### config.mk
export PLATFORM = sky130hd
export DESIGN_NAME = ps2_host_tx
export DESIGN_NICKNAME = d
export VERILOG_FILES = /design/src/rtl/ps2_pkg.sv /design/src/rtl/ps2_sync_edge.sv /design/src/rtl/ps2_host_tx.sv
export SDC_FILE = /design/constraint.sdc
export NUM_CORES = 1
export LEC_CHECK = 0
export ABC_CLOCK_PERIOD_IN_PS = 2300
export BUFFER_PORTS_ARGS = -buffer_cell sky130_fd_sc_hd__buf_2
export CORE_MARGIN = 3
export CORE_UTILIZATION = 45
export DETAILED_ROUTE_END_ITERATION = 7
export GPL_TIMING_DRIVEN = 0
export PLACE_DENSITY = 0.69
export REMOVE_ABC_BUFFERS = 1
export SETUP_SLACK_MARGIN = 0.2
export SYNTH_ARGS = -nofsm -noshare
export SYNTH_HDL_FRONTEND = slang
export SYNTH_HIERARCHICAL = 1
export SYNTH_SLANG_ARGS = --single-unit
### constraint.sdc
create_clock -name clk -period 2.3 [get_ports clk]
set_input_delay 0.115 -clock clk [delete_from_list [all_inputs] [get_ports clk]]
set_output_delay 0.115 -clock clk [all_outputs]
set_load 0.03 [all_outputs]
### src/rtl/ps2_pkg.sv
// ps2_pkg -- definitions shared by the PS/2 host transmitter and receiver.
//   ps2_state_t        : host-side transfer state encoding
//   DEF_*              : default timing constants in 25 MHz clk cycles
//   max3()             : helper for sizing counters from timing parameters
package ps2_pkg;

  typedef enum logic [2:0] {
    ST_IDLE    = 3'd0,
    ST_INHIBIT = 3'd1,
    ST_REQ     = 3'd2,
    ST_SHIFT   = 3'd3,
    ST_ACK     = 3'd4,
    ST_FINISH  = 3'd5
  } ps2_state_t;

  // 100 us clock inhibit, 15 ms start window, 2 ms transfer window at 25 MHz
  localparam int DEF_INHIBIT_CYCLES = 2500;
  localparam int DEF_START_TIMEOUT  = 375000;
  localparam int DEF_XFER_TIMEOUT   = 50000;

  function automatic int max3(input int a, input int b, input int c);
    int m;
    m = (a > b) ? a : b;
    return (m > c) ? m : c;
  endfunction

endpackage

### src/rtl/ps2_sync_edge.sv
// ps2_sync_edge -- 2-FF synchronizer for one raw PS/2 pin plus a falling-edge
// detector on the synchronized level.
//   clk, reset : system clock, synchronous active-high reset
//   pin        : raw asynchronous pin level
//   level      : synchronized pin level
//   fall       : one-cycle pulse when the synchronized level goes 1 -> 0
// All flops reset to 1, the idle level of an open-drain PS/2 line, so leaving
// reset never produces a spurious falling edge.
module ps2_sync_edge (
  input  logic clk,
  input  logic reset,
  input  logic pin,
  output logic level,
  output logic fall
);

  logic meta;
  logic sync;
  logic prev;

  always_ff @(posedge clk) begin
    if (reset) begin
      meta <= 1'b1;
      sync <= 1'b1;
      prev <= 1'b1;
    end else begin
      meta <= pin;
      sync <= meta;
      prev <= sync;
    end
  end

  assign level = sync;
  assign fall  = prev & ~sync;

endmodule

### src/rtl/ps2_host_tx.sv
// ps2_host_tx -- PS/2 host-to-device byte transmitter.
//   clk, reset       : 25 MHz system clock, synchronous active-high reset
//   start, data      : one-cycle send request and the byte to send
//   ps2c, ps2d       : raw PS/2 clock/data pin levels (asynchronous)
//   ps2c_oe, ps2d_oe : 1 pulls the open-drain line low, 0 releases it
//   busy             : transfer in progress (cycle after accept until done/err)
//   done, err        : one-cycle result pulses (device ack / nack or timeout)
//   fsm_state        : current transfer state, for observation
//
// Handshake: start is a request with no ready; it is accepted only when the
// block is idle (busy low) and ignored otherwise. Exactly one of done/err
// pulses for every accepted start unless reset intervenes.
//
// The open-drain pads live one level up: pin = oe ? 1'b0 : 1'bz.
module ps2_host_tx
  import ps2_pkg::*;
#(
  parameter int INHIBIT_CYCLES = DEF_INHIBIT_CYCLES,
  parameter int START_TIMEOUT  = DEF_START_TIMEOUT,
  parameter int XFER_TIMEOUT   = DEF_XFER_TIMEOUT
) (
  input  logic       clk,
  input  logic       reset,
  input  logic       start,
  input  logic [7:0] data,
  input  logic       ps2c,
  input  logic       ps2d,
  output logic       ps2c_oe,
  output logic       ps2d_oe,
  output logic       busy,
  output logic       done,
  output logic       err,
  output ps2_state_t fsm_state
);

  localparam int CNT_MAX = max3(INHIBIT_CYCLES, START_TIMEOUT, XFER_TIMEOUT);
  localparam int CNT_W   = $clog2(CNT_MAX);

  // Counters are loaded with N-1 and count down to zero, giving N cycles.
  localparam logic [CNT_W-1:0] INH_LOAD   = CNT_W'(INHIBIT_CYCLES - 1);
  localparam logic [CNT_W-1:0] START_LOAD = CNT_W'(START_TIMEOUT - 1);
  localparam logic [CNT_W-1:0] XFER_LOAD  = CNT_W'(XFER_TIMEOUT - 1);
  localparam logic [CNT_W-1:0] CNT_ONE    = CNT_W'(1);

  logic c_level;
  logic c_fall;
  logic d_level;
  logic d_fall_unused;

  ps2_sync_edge u_sync_c (
    .clk   (clk),
    .reset (reset),
    .pin   (ps2c),
    .level (c_level),
    .fall  (c_fall)
  );

  ps2_sync_edge u_sync_d (
    .clk   (clk),
    .reset (reset),
    .pin   (ps2d),
    .level (d_level),
    .fall  (d_fall_unused)
  );

  ps2_state_t       state_q, state_n;
  logic [CNT_W-1:0] cnt_q, cnt_n;
  logic [3:0]       idx_q, idx_n;
  logic [8:0]       frame_q, frame_n;   // {parity, data}
  logic             c_oe_q, c_oe_n;
  logic             d_oe_q, d_oe_n;
  logic             busy_q, busy_n;
  logic             done_q, done_n;
  logic             err_q, err_n;
  logic             watching;

  always_ff @(posedge clk) begin
    if (reset) begin
      state_q <= ST_IDLE;
      cnt_q   <= '0;
      idx_q   <= '0;
      frame_q <= '0;
      c_oe_q  <= 1'b0;
      d_oe_q  <= 1'b0;
      busy_q  <= 1'b0;
      done_q  <= 1'b0;
      err_q   <= 1'b0;
    end else begin
      state_q <= state_n;
      cnt_q   <= cnt_n;
      idx_q   <= idx_n;
      frame_q <= frame_n;
      c_oe_q  <= c_oe_n;
      d_oe_q  <= d_oe_n;
      busy_q  <= busy_n;
      done_q  <= done_n;
      err_q   <= err_n;
    end
  end

  // Next-state and registered-output logic. Line enables are registered so
  // the pins never glitch and every change lands the cycle after its cause.
  always_comb begin
    state_n  = state_q;
    cnt_n    = cnt_q;
    idx_n    = idx_q;
    frame_n  = frame_q;
    c_oe_n   = c_oe_q;
    d_oe_n   = d_oe_q;
    busy_n   = busy_q;
    done_n   = 1'b0;
    err_n    = 1'b0;
    watching = 1'b0;

    case (state_q)
      ST_IDLE: begin
        c_oe_n = 1'b0;
        d_oe_n = 1'b0;
        busy_n = 1'b0;
        if (start) begin
          state_n = ST_INHIBIT;
          frame_n = {~^data, data};
          cnt_n   = INH_LOAD;
          idx_n   = '0;
          c_oe_n  = 1'b1;
          busy_n  = 1'b1;
        end
      end

      ST_INHIBIT: begin
        if (cnt_q == '0) begin
          state_n = ST_REQ;
          cnt_n   = START_LOAD;
          c_oe_n  = 1'b0;
          d_oe_n  = 1'b1;     // start bit: data held low
        end else begin
          cnt_n = cnt_q - CNT_ONE;
        end
      end

      ST_REQ: begin
        watching = 1'b1;
        cnt_n    = cnt_q - CNT_ONE;
        if (c_fall) begin
          state_n = ST_SHIFT;
          cnt_n   = XFER_LOAD;
          d_oe_n  = ~frame_q[0];
          idx_n   = 4'd1;
        end
      end

      ST_SHIFT: begin
        watching = 1'b1;
        cnt_n    = cnt_q - CNT_ONE;
        if (c_fall) begin
          if (idx_q == 4'd9) begin
            d_oe_n  = 1'b0;   // stop bit: line released
            state_n = ST_ACK;
          end else begin
            d_oe_n = ~frame_q[idx_q];
            idx_n  = idx_q + 4'd1;
          end
        end
      end

      ST_ACK: begin
        watching = 1'b1;
        cnt_n    = cnt_q - CNT_ONE;
        if (c_fall) begin
          state_n = ST_FINISH;
          c_oe_n  = 1'b0;
          d_oe_n  = 1'b0;
          busy_n  = 1'b0;
          done_n  = ~d_level;
          err_n   = d_level;
        end
      end

      ST_FINISH: begin
        // the result pulse is registered on entry and lasts this one cycle
        state_n = ST_IDLE;
      end

      default: begin
        state_n = ST_IDLE;
        c_oe_n  = 1'b0;
        d_oe_n  = 1'b0;
        busy_n  = 1'b0;
      end
    endcase

    // Expiry overrides any edge seen in the same cycle; the counter sticks
    // at zero instead of wrapping.
    if (watching && cnt_q == '0) begin
      state_n = ST_IDLE;
      cnt_n   = '0;
      c_oe_n  = 1'b0;
      d_oe_n  = 1'b0;
      busy_n  = 1'b0;
      done_n  = 1'b0;
      err_n   = 1'b1;
    end
  end

  assign ps2c_oe   = c_oe_q;
  assign ps2d_oe   = d_oe_q;
  assign busy      = busy_q;
  assign done      = done_q;
  assign err       = err_q;
  assign fsm_state = state_q;

endmodule

Yosys cells after proc, flatten, opt, wreduce, memory -nomap -nowiden
Cells that the tools add are included.
Storage, ports and cells
  logic and storage cells: 91
  output and inout port bits: 8
  register bits: 45
  bits of input ports: 13
Cells by class
  order comparisons: 1
  mux-type cells: 32
  bitwise gates (word level): 10
  reduce and logical (&&, ||, !) cells: 19
  add/subtract/negate cells: 2
  eq/ne operators: 13
Operator list (number)
  $pmux W19 S4: 1
  $mux W19: 3
  $logic_not A19 Y1: 1
  $sub A19 B1 Y19 const B: 1
  $mux W3: 6
  $mux W4: 4
  $pmux W3 S5: 1
  $ne A2 B2 Y1 const B: 7
  $mux W1: 12
  $pmux W4 S3: 1
  $reduce_and A5 Y1: 2
  $not A1 Y1: 9
  $reduce_or A4 Y1: 2
  $reduce_xnor A8 Y1: 1
  $eq A3 B2 Y1 const B: 2
  $eq A3 B3 Y1 const B: 2
  $reduce_and A2 Y1: 3
  $reduce_and A6 Y1: 1
  $reduce_or A3 Y1: 2
  $lt A4 B5 Y1 const B: 1
  $pmux W1 S5: 1
  $add A4 B1 Y4 const B: 1
  $bmux W1 S4: 1
  $eq A4 B4 Y1 const B: 1
  10 further kinds: 11

Depth between registers and ports, before layout
Gate-level depths: netlist of the first run.
  word-level depth: 6
  depth in mapped cells: 7
  depth with buffers taken out: 7

By module
Netlist of the first run, hierarchy kept.
Modules (own cells, without submodules)
  ps2_host_tx: instances 1, cells each 299, seq. area each 800.8 µm², area each 2438.6 µm²
  ps2_sync_edge: instances 2, cells each 7, seq. area each 60.1 µm², area each 85.1 µm²

Worst setup path after synthesis of the first run
OpenSTA, ideal clock, no wires.
  path type: register to register
  start point: register state_q[0] (netlist: fsm_state[0])
  end point: register cnt_q[17]
  slack: 0.381 ns
  arrival time: 1.828 ns
  data required time: 2.209 ns
  library setup time: 0.091 ns
  clock period less this slack: 1.919 ns
  stages on the path, launching flop included: 7
  path buffers: 1
  path through: dfxtp_1 > buf_2 > o21a_1 > nor3_2 > o31a_1 > o21ai_0 > a311oi_1
Between the ends
  word-level cells in the longest chain between the ends: 5
Ends and longest elaborated chain
  start, declared: RTL line ps2_host_tx.sv:66  | ps2_state_t state_q, state_n;
  start signal, assigned: RTL line ps2_host_tx.sv:89  | state_q <= state_n;
  $eq A3 B3 Y1 / $eq A3 B2 Y1 (equally long branches): RTL line ps2_host_tx.sv:115  | case (state_q)
  $reduce_or A3 Y1 (no line)
  $mux W1: RTL line ps2_host_tx.sv:115
  $logic_and A1 B1 Y1: RTL line ps2_host_tx.sv:194  | if (watching && cnt_q == '0) begin
  $reduce_or A2 Y1 (no line)
  end signal, assigned: RTL line ps2_host_tx.sv:90  | cnt_q <= cnt_n;
  end, declared: RTL line ps2_host_tx.sv:67  | logic [CNT_W-1:0] cnt_q, cnt_n;
Parallel ways exist; a longest one is shown, timed or not.
A chain may end at the register's enable or synchronous reset.

Worst setup path in the final report of the first run
  start point: register cnt_q[5]
  end point: register cnt_q[10]
Between the ends
  word-level cells in the longest chain between the ends: 3
Ends and longest elaborated chain
  $sub A19 B1 Y19 / $logic_not A19 Y1 (equally long branches)
  $mux W19, or another cell as far along: RTL line ps2_host_tx.sv:144  | if (c_fall) begin
  $pmux W19 S4 / $reduce_or A2 Y1 (equally long branches)
Parallel ways exist; a longest one is shown, timed or not.

==> results of run 1 <==
[routing by layer]
metal	GRT usage, %	up-vias	share of wire [%]
met5	0	-	0
met2	31.27	73	45
met4	4.983	0	0.95
met1	31.25	1139	49
li1	-	1196	-
met3	4.605	6	4.7
[layout make-up]
cell class                      count  area (µm²)
Tap cell                           70       87.58
Inverter                            9       33.78
Clock buffer                        5       68.82
Timing Repair Buffer               35       242.7
Fill cell                         491        2337
Multi-Input combinational cell    242        1634
Clock inverter                      3       17.52
Sequential cell                    45       913.4
[layout by cell type (no fill, tap or decap), drive strengths merged, types with 5 or more instances in the layout]
| cell type | count |
|---|---|
| inv | 9 |
| nand2 | 37 |
| or2 | 7 |
| xnor2 | 9 |
| dfxtp | 45 |
| nand4 | 7 |
| o21ai | 16 |
| a21oi | 36 |
| clkbuf | 5 |
| nor3 | 11 |
| or4 | 5 |
| buf | 33 |
| nor2 | 24 |
| a221oi | 5 |
| nand3 | 10 |
| nor4 | 11 |
[power groups by stage]
stage	sequential [mW]	combinational, mW	clock (mW)
global placement	1.20	1.68	0
floorplan	1.20	1.31	0
global route	1.26	2.18	0.528
finish	1.22	1.97	0.486
CTS	1.20	1.90	0.498
detailed placement	1.21	1.71	0
[worst max-delay path, cell delays in order, from the launching register on]
cell     delay, ns
dfxtp_1       0.39
nor4_4        0.42
nand4_4       0.30
o31a_1        0.47
buf_4         0.18
nand3_1       0.07
a31oi_1       0.08
[stage by stage]
step	instances	hold WS, ns	worst slack (ns)
floorplan	295	0.1841	-0.1330
global placement	385	0.2939	-0.5434
detailed placement	385	0.2951	-0.5542
CTS	403	0.06538	0.2088
global route	409	0.07270	0.2059
finish	409	0.06548	0.2843
[how the worst max path moves through the flow]
stage               slack (ns)  cells past startpoint          from   endpoint
floorplan                -0.13                      5  fsm_state[1]   cnt_q[8]
global placement         -0.54                      5  fsm_state[1]   cnt_q[8]
detailed placement       -0.55                      5  fsm_state[1]   cnt_q[8]
CTS                       0.21                      4  fsm_state[1]    ps2d_oe
global route              0.21                      8      cnt_q[0]  cnt_q[16]
finish                    0.28                      6      cnt_q[5]  cnt_q[10]
[sequential cells by signal, summed over array words and instances (netlist names)]
register	cells
u_sync_d/level	1
fsm_state	3
u_sync_c/meta	1
ps2d_oe	1
done	1
idx_q	4
cnt_q	19
err	1
frame_q	9
u_sync_c/prev	1
u_sync_d/meta	1
u_sync_c/level	1
busy	1
ps2c_oe	1
[repair_timing]
item                                    CTS  global route
resized for setup                        10             7
hold buffers                              2             0
endpoints found under the setup margin   27            22
hold endpoints to repair                  2             0
buffers inserted                          7             6
pin swaps                                 4             4
cloned                                    1             0
==> flow_metrics.env, run 1 <==
export IMPL_final_nets=355
export IMPL_drt_pass1_iter_count=6
export IMPL_grt_ovfl_total=0
export IMPL_wire_per_inst_um=15.63
export IMPL_drive_above_1_share_pct=20.65
export IMPL_dp_hpwl_mm=4.142
export IMPL_netlist_area_um2=2576
export IMPL_p_leak_nw=1.082
export IMPL_critPathLaunchType="register"
export IMPL_p_sw_mw=1.717
export IMPL_ys_warn_count=6
export IMPL_coreArea_um2=5335
export IMPL_seqPwrFrac_pct=33.2
export IMPL_path_max_fanout=8
export IMPL_internal_power_mw=1.964
export IMPL_criticalPathCategory="reg -> reg"
export IMPL_hold_class="in -> reg"
export IMPL_portBuffers=20
export IMPL_drt_total_wl_mm=6.391
export IMPL_start_util_pct=48.29
export IMPL_rsz0062_at_grt="no"
export IMPL_ioPinCount=21
export IMPL_drcViolationCount=0
export IMPL_grt_total_usage_pct=21.14
export IMPL_hold_start="data[6]"
export IMPL_worst_slew_pin_slew_ns=0.7493
export IMPL_gp_congestion=0.8370
export IMPL_cp_data_arrival_time_ns=2.21
export IMPL_fin_worst_skew_ns=0.009087
export IMPL_htreeDepth=2
export IMPL_clockRootBuffer="clkbuf_8"
export IMPL_worstReg2RegStart="cnt_q[5]"
export IMPL_clkPwrFrac_pct=13.2
export IMPL_cts_buffers=5
export IMPL_drv_cap=0
export IMPL_syn_area_per_cell_um2=8.310
export IMPL_total_power_mw=3.682
export IMPL_die_h_um=81.67
export IMPL_period_needed_ns=2.016
export IMPL_r2r_cells=6
export IMPL_antenna_found_initial=0
export IMPL_r2r_end="cnt_q[10]"
export IMPL_pwr_share_comb_pct=53.6
export IMPL_relSlewSlack_pct=49.58
export IMPL_dieWidth_um=81.67
export IMPL_cts_sinks=45
export IMPL_timing_final_hold_violations=0
export IMPL_fin_tns_setup_ns=0
export IMPL_dieArea_um2=6669
export IMPL_max_vdd_ir_drop_mv=0.6072
export IMPL_min_period_over_period_pct=87.64
export IMPL_clock_latency_ns=0.30
export IMPL_worstHoldPathCells=3
export IMPL_crit_required_ns=2.49
export IMPL_power_density_nw_per_um2=1228
export IMPL_ant_nets=0
export IMPL_viasPerCell=5.902
export IMPL_placed_cell_area_um2=2681
export IMPL_vias=2414
export IMPL_area_delta_synth_final_pct=16.37
export IMPL_min_to="frame_q[6]"
export IMPL_grt_pass1_vias=2229
export IMPL_clock_path_buffers=2
export IMPL_rows=26
export IMPL_slew_viol_final=0
export IMPL_grt_max_degree=24
export IMPL_dr_first_iter_drc_count=127
export IMPL_cts_tree="built"
export IMPL_r2r_slack_ns=0.28
export IMPL_swShare_pct=46.64
export IMPL_num_antenna_cells=0
export IMPL_setup_viol=0
export IMPL_end_kind="register"
export IMPL_grt_pass1_wl_mm=10.96
export IMPL_synthCells=310
export IMPL_cts_clk_slew_worst_paths_ns=0.09
export IMPL_outcome="finished clean"
export IMPL_postLayoutCellArea_um2=2998
export IMPL_postLayoutCoreUtil_pct=56.19
export IMPL_max_freq_mhz=496.1
No activity file was read; power rests on OpenSTA's default activity.
==> inputs of run 2 (changes only) <==
--- a/config.mk
+++ b/config.mk
@@ -13,7 +13,8 @@
 export GPL_TIMING_DRIVEN = 0
 export PLACE_DENSITY = 0.69
 export REMOVE_ABC_BUFFERS = 1
-export SETUP_SLACK_MARGIN = 0.2
+export SETUP_SLACK_MARGIN = 0.4
+export SLEW_MARGIN = 20
 export SYNTH_ARGS = -nofsm -noshare
 export SYNTH_HDL_FRONTEND = slang
 export SYNTH_HIERARCHICAL = 1
==> flow_metrics.env, run 2 (synthesis gave the netlist of run 1 again) <==
export IMPL_slowest_delay_ns=0.42
export IMPL_portBuffers=20
export IMPL_crit_required_ns=2.47
export IMPL_clock_latency_ns=0.30
export IMPL_drt_pass1_iter_count=5
export IMPL_ioPinCount=21
export IMPL_cp_data_arrival_time_ns=2.14
export IMPL_pwr_share_comb_pct=58.7
export IMPL_start_util_pct=48.29
export IMPL_min_period_over_period_pct=85.45
export IMPL_regArea_um2=933.4
export IMPL_hold_slack_ns=0.06606
export IMPL_area_delta_synth_final_pct=26.66
export IMPL_drv_cap=0
export IMPL_criticalPathCategory="reg -> reg"
export IMPL_p_leak_nw=1.201
export IMPL_num_antenna_cells=0
export IMPL_end_kind="register"
export IMPL_rsz0062_at_grt="yes"
export IMPL_largest_register_ffs=19
export IMPL_cts_tree="built"
export IMPL_vias=2580
export IMPL_cpMostUsedCell="buf_4"
export IMPL_postLayoutCoreUtil_pct=61.16
export IMPL_wire_per_inst_um=16.73
export IMPL_critPathLaunchType="register"
export IMPL_clockRootBuffer="clkbuf_8"
export IMPL_cts_sinks=45
export IMPL_dieWidth_um=81.67
export IMPL_setup_ws_ns=0.3347
export IMPL_p_sw_mw=1.923
export IMPL_cts_buffers=5
export IMPL_r2r_slack_ns=0.33
export IMPL_rows=26
export IMPL_top_regs="cnt_q x19, frame_q x9, idx_q x4"
export IMPL_total_power_mw=4.234
export IMPL_antenna_found_initial=0
export IMPL_gp_congestion=0.8370
export IMPL_pre_cts_ws_ns=-0.5542
export IMPL_path_max_fanout=8
export IMPL_grt_pass1_vias=2248
export IMPL_max_vdd_ir_drop_mv=0.7605
export IMPL_final_nets=375
export IMPL_cp_num_buf_inv=2
export IMPL_cts_clk_slew_worst_paths_ns=0.09
export IMPL_placedCellCount=385
export IMPL_cp_top_family="simple AND/OR/NAND/NOR gates"
export IMPL_outcome="finished clean"
export IMPL_clkPwrFrac_pct=11.5
export IMPL_dr_first_iter_drc_count=180
export IMPL_clock_path_buffers=2
export IMPL_grt_max_degree=24
export IMPL_drt_total_wl_mm=7.178
export IMPL_power_density_nw_per_um2=1298
export IMPL_final_common_cell="a21oi_1"
export IMPL_grt_ovfl_total=0
export IMPL_mostFrequentLayoutCells="a21oi_1 (36), nand2_1 (35), dfxtp_1 (35)"
export IMPL_slowest_stage="nor4_4"
export IMPL_grt_pass1_wl_mm=11.21
export IMPL_worst_slew_pin_slew_ns=0.5832
export IMPL_multi_input_area_um2=1717
export IMPL_fin_worst_skew_ns=0.008884
export IMPL_viasPerCell=6.014
export IMPL_stdcell_count=429
export IMPL_max_freq_mhz=508.8
export IMPL_dp_hpwl_mm=4.142
export IMPL_drcViolationCount=0
export IMPL_internal_power_mw=2.311
export IMPL_dieArea_um2=6669
export IMPL_coreArea_um2=5335
export IMPL_largest_register="cnt_q"
export IMPL_relSlewSlack_pct=60.96
export IMPL_swShare_pct=45.42
export IMPL_crit_chain="nor4_4 > nand4_4 > buf_4 > o31ai_4 > buf_4 > a311oi_2"
export IMPL_period_needed_ns=1.965
export IMPL_setup_viol=0
export IMPL_seqPwrFrac_pct=29.8
export IMPL_fillers=449
export IMPL_hold_class="in -> reg"
export IMPL_slew_viol_final=0
export IMPL_htreeDepth=2
export IMPL_grt_total_usage_pct=21.65
export IMPL_drive_above_1_share_pct=30.64
export IMPL_die_h_um=81.67
export IMPL_ant_nets=0
export IMPL_timing_final_hold_violations=0
-- run 2: cell count changes in the layout (fill, tap and decap cells not counted), moves of 3 or more --
cell     before  now
nor3_2        0    3
dfxtp_1      41   35
nor3_1       10    7
dfxtp_4       3    8
buf_4        11   28
-- run 2: path summary, 6_finish.rpt --
kind                 start        endpoint  cells after the start
max reg2reg       cnt_q[5]         ps2d_oe                      6
max               cnt_q[5]         ps2d_oe                      6
min reg2reg  u_sync_d/meta  u_sync_d/level                      1
min                data[6]      frame_q[6]                      3
-- run 2: repair_timing --
item / 4_1_cts / 5_1_grt
pin swaps: 9 / 12
cloned: 1 / 0
endpoints found under the setup margin: 28 / 26
buffers inserted: 13 / 20
endpoints found under the hold margin: 2 / 0
gates resized for setup: 21 / 29
hold buffers: 2 / 0
-- run 2: through the flow --
stage | TNS (ns) | cell area, µm²
detailed placement | -9.331 | 2681
global route | 0 | 3263
finish | 0 | 3263
CTS | 0 | 3015
global placement | -8.980 | 2681
floorplan | -0.1528 | 2494
-- run 2: routing by layer --
metal | vias up | track usage [%] | part of all wire (%)
met3 | 15 | 4.276 | 5.9
met2 | 113 | 32.17 | 46
met4 | 0 | 5.150 | 1.5
met5 | - | 0 | 0
li1 | 1241 | - | -
met1 | 1211 | 32.14 | 47
-- run 2: layout make-up --
type | instances | share of cell area (%)
inverters | 9 | 1.189
well taps | 70 | 2.684
clock buffers | 5 | 2.109
repair buffers | 55 | 12.27
multi-input cells | 242 | 52.61
clock inverters | 3 | 0.5368
flip-flops and latches | 45 | 28.60
-- run 2: power by group through the flow --
stage	sequential, mW	clock, mW	combinational, mW
final	1.26	0.489	2.49
after global routing	1.29	0.529	2.67
after CTS	1.22	0.498	2.03
after detailed placement	1.21	0	1.71
after global placement	1.20	0	1.68
after floorplan	1.20	0	1.31
-- run 2: worst register-to-register path, stage by stage (launching register included) --
cell	delay (ns)
dfxtp_4	0.38
nor4_4	0.42
nand4_4	0.28
buf_4	0.23
o31ai_4	0.28
buf_4	0.21
a311oi_2	0.04
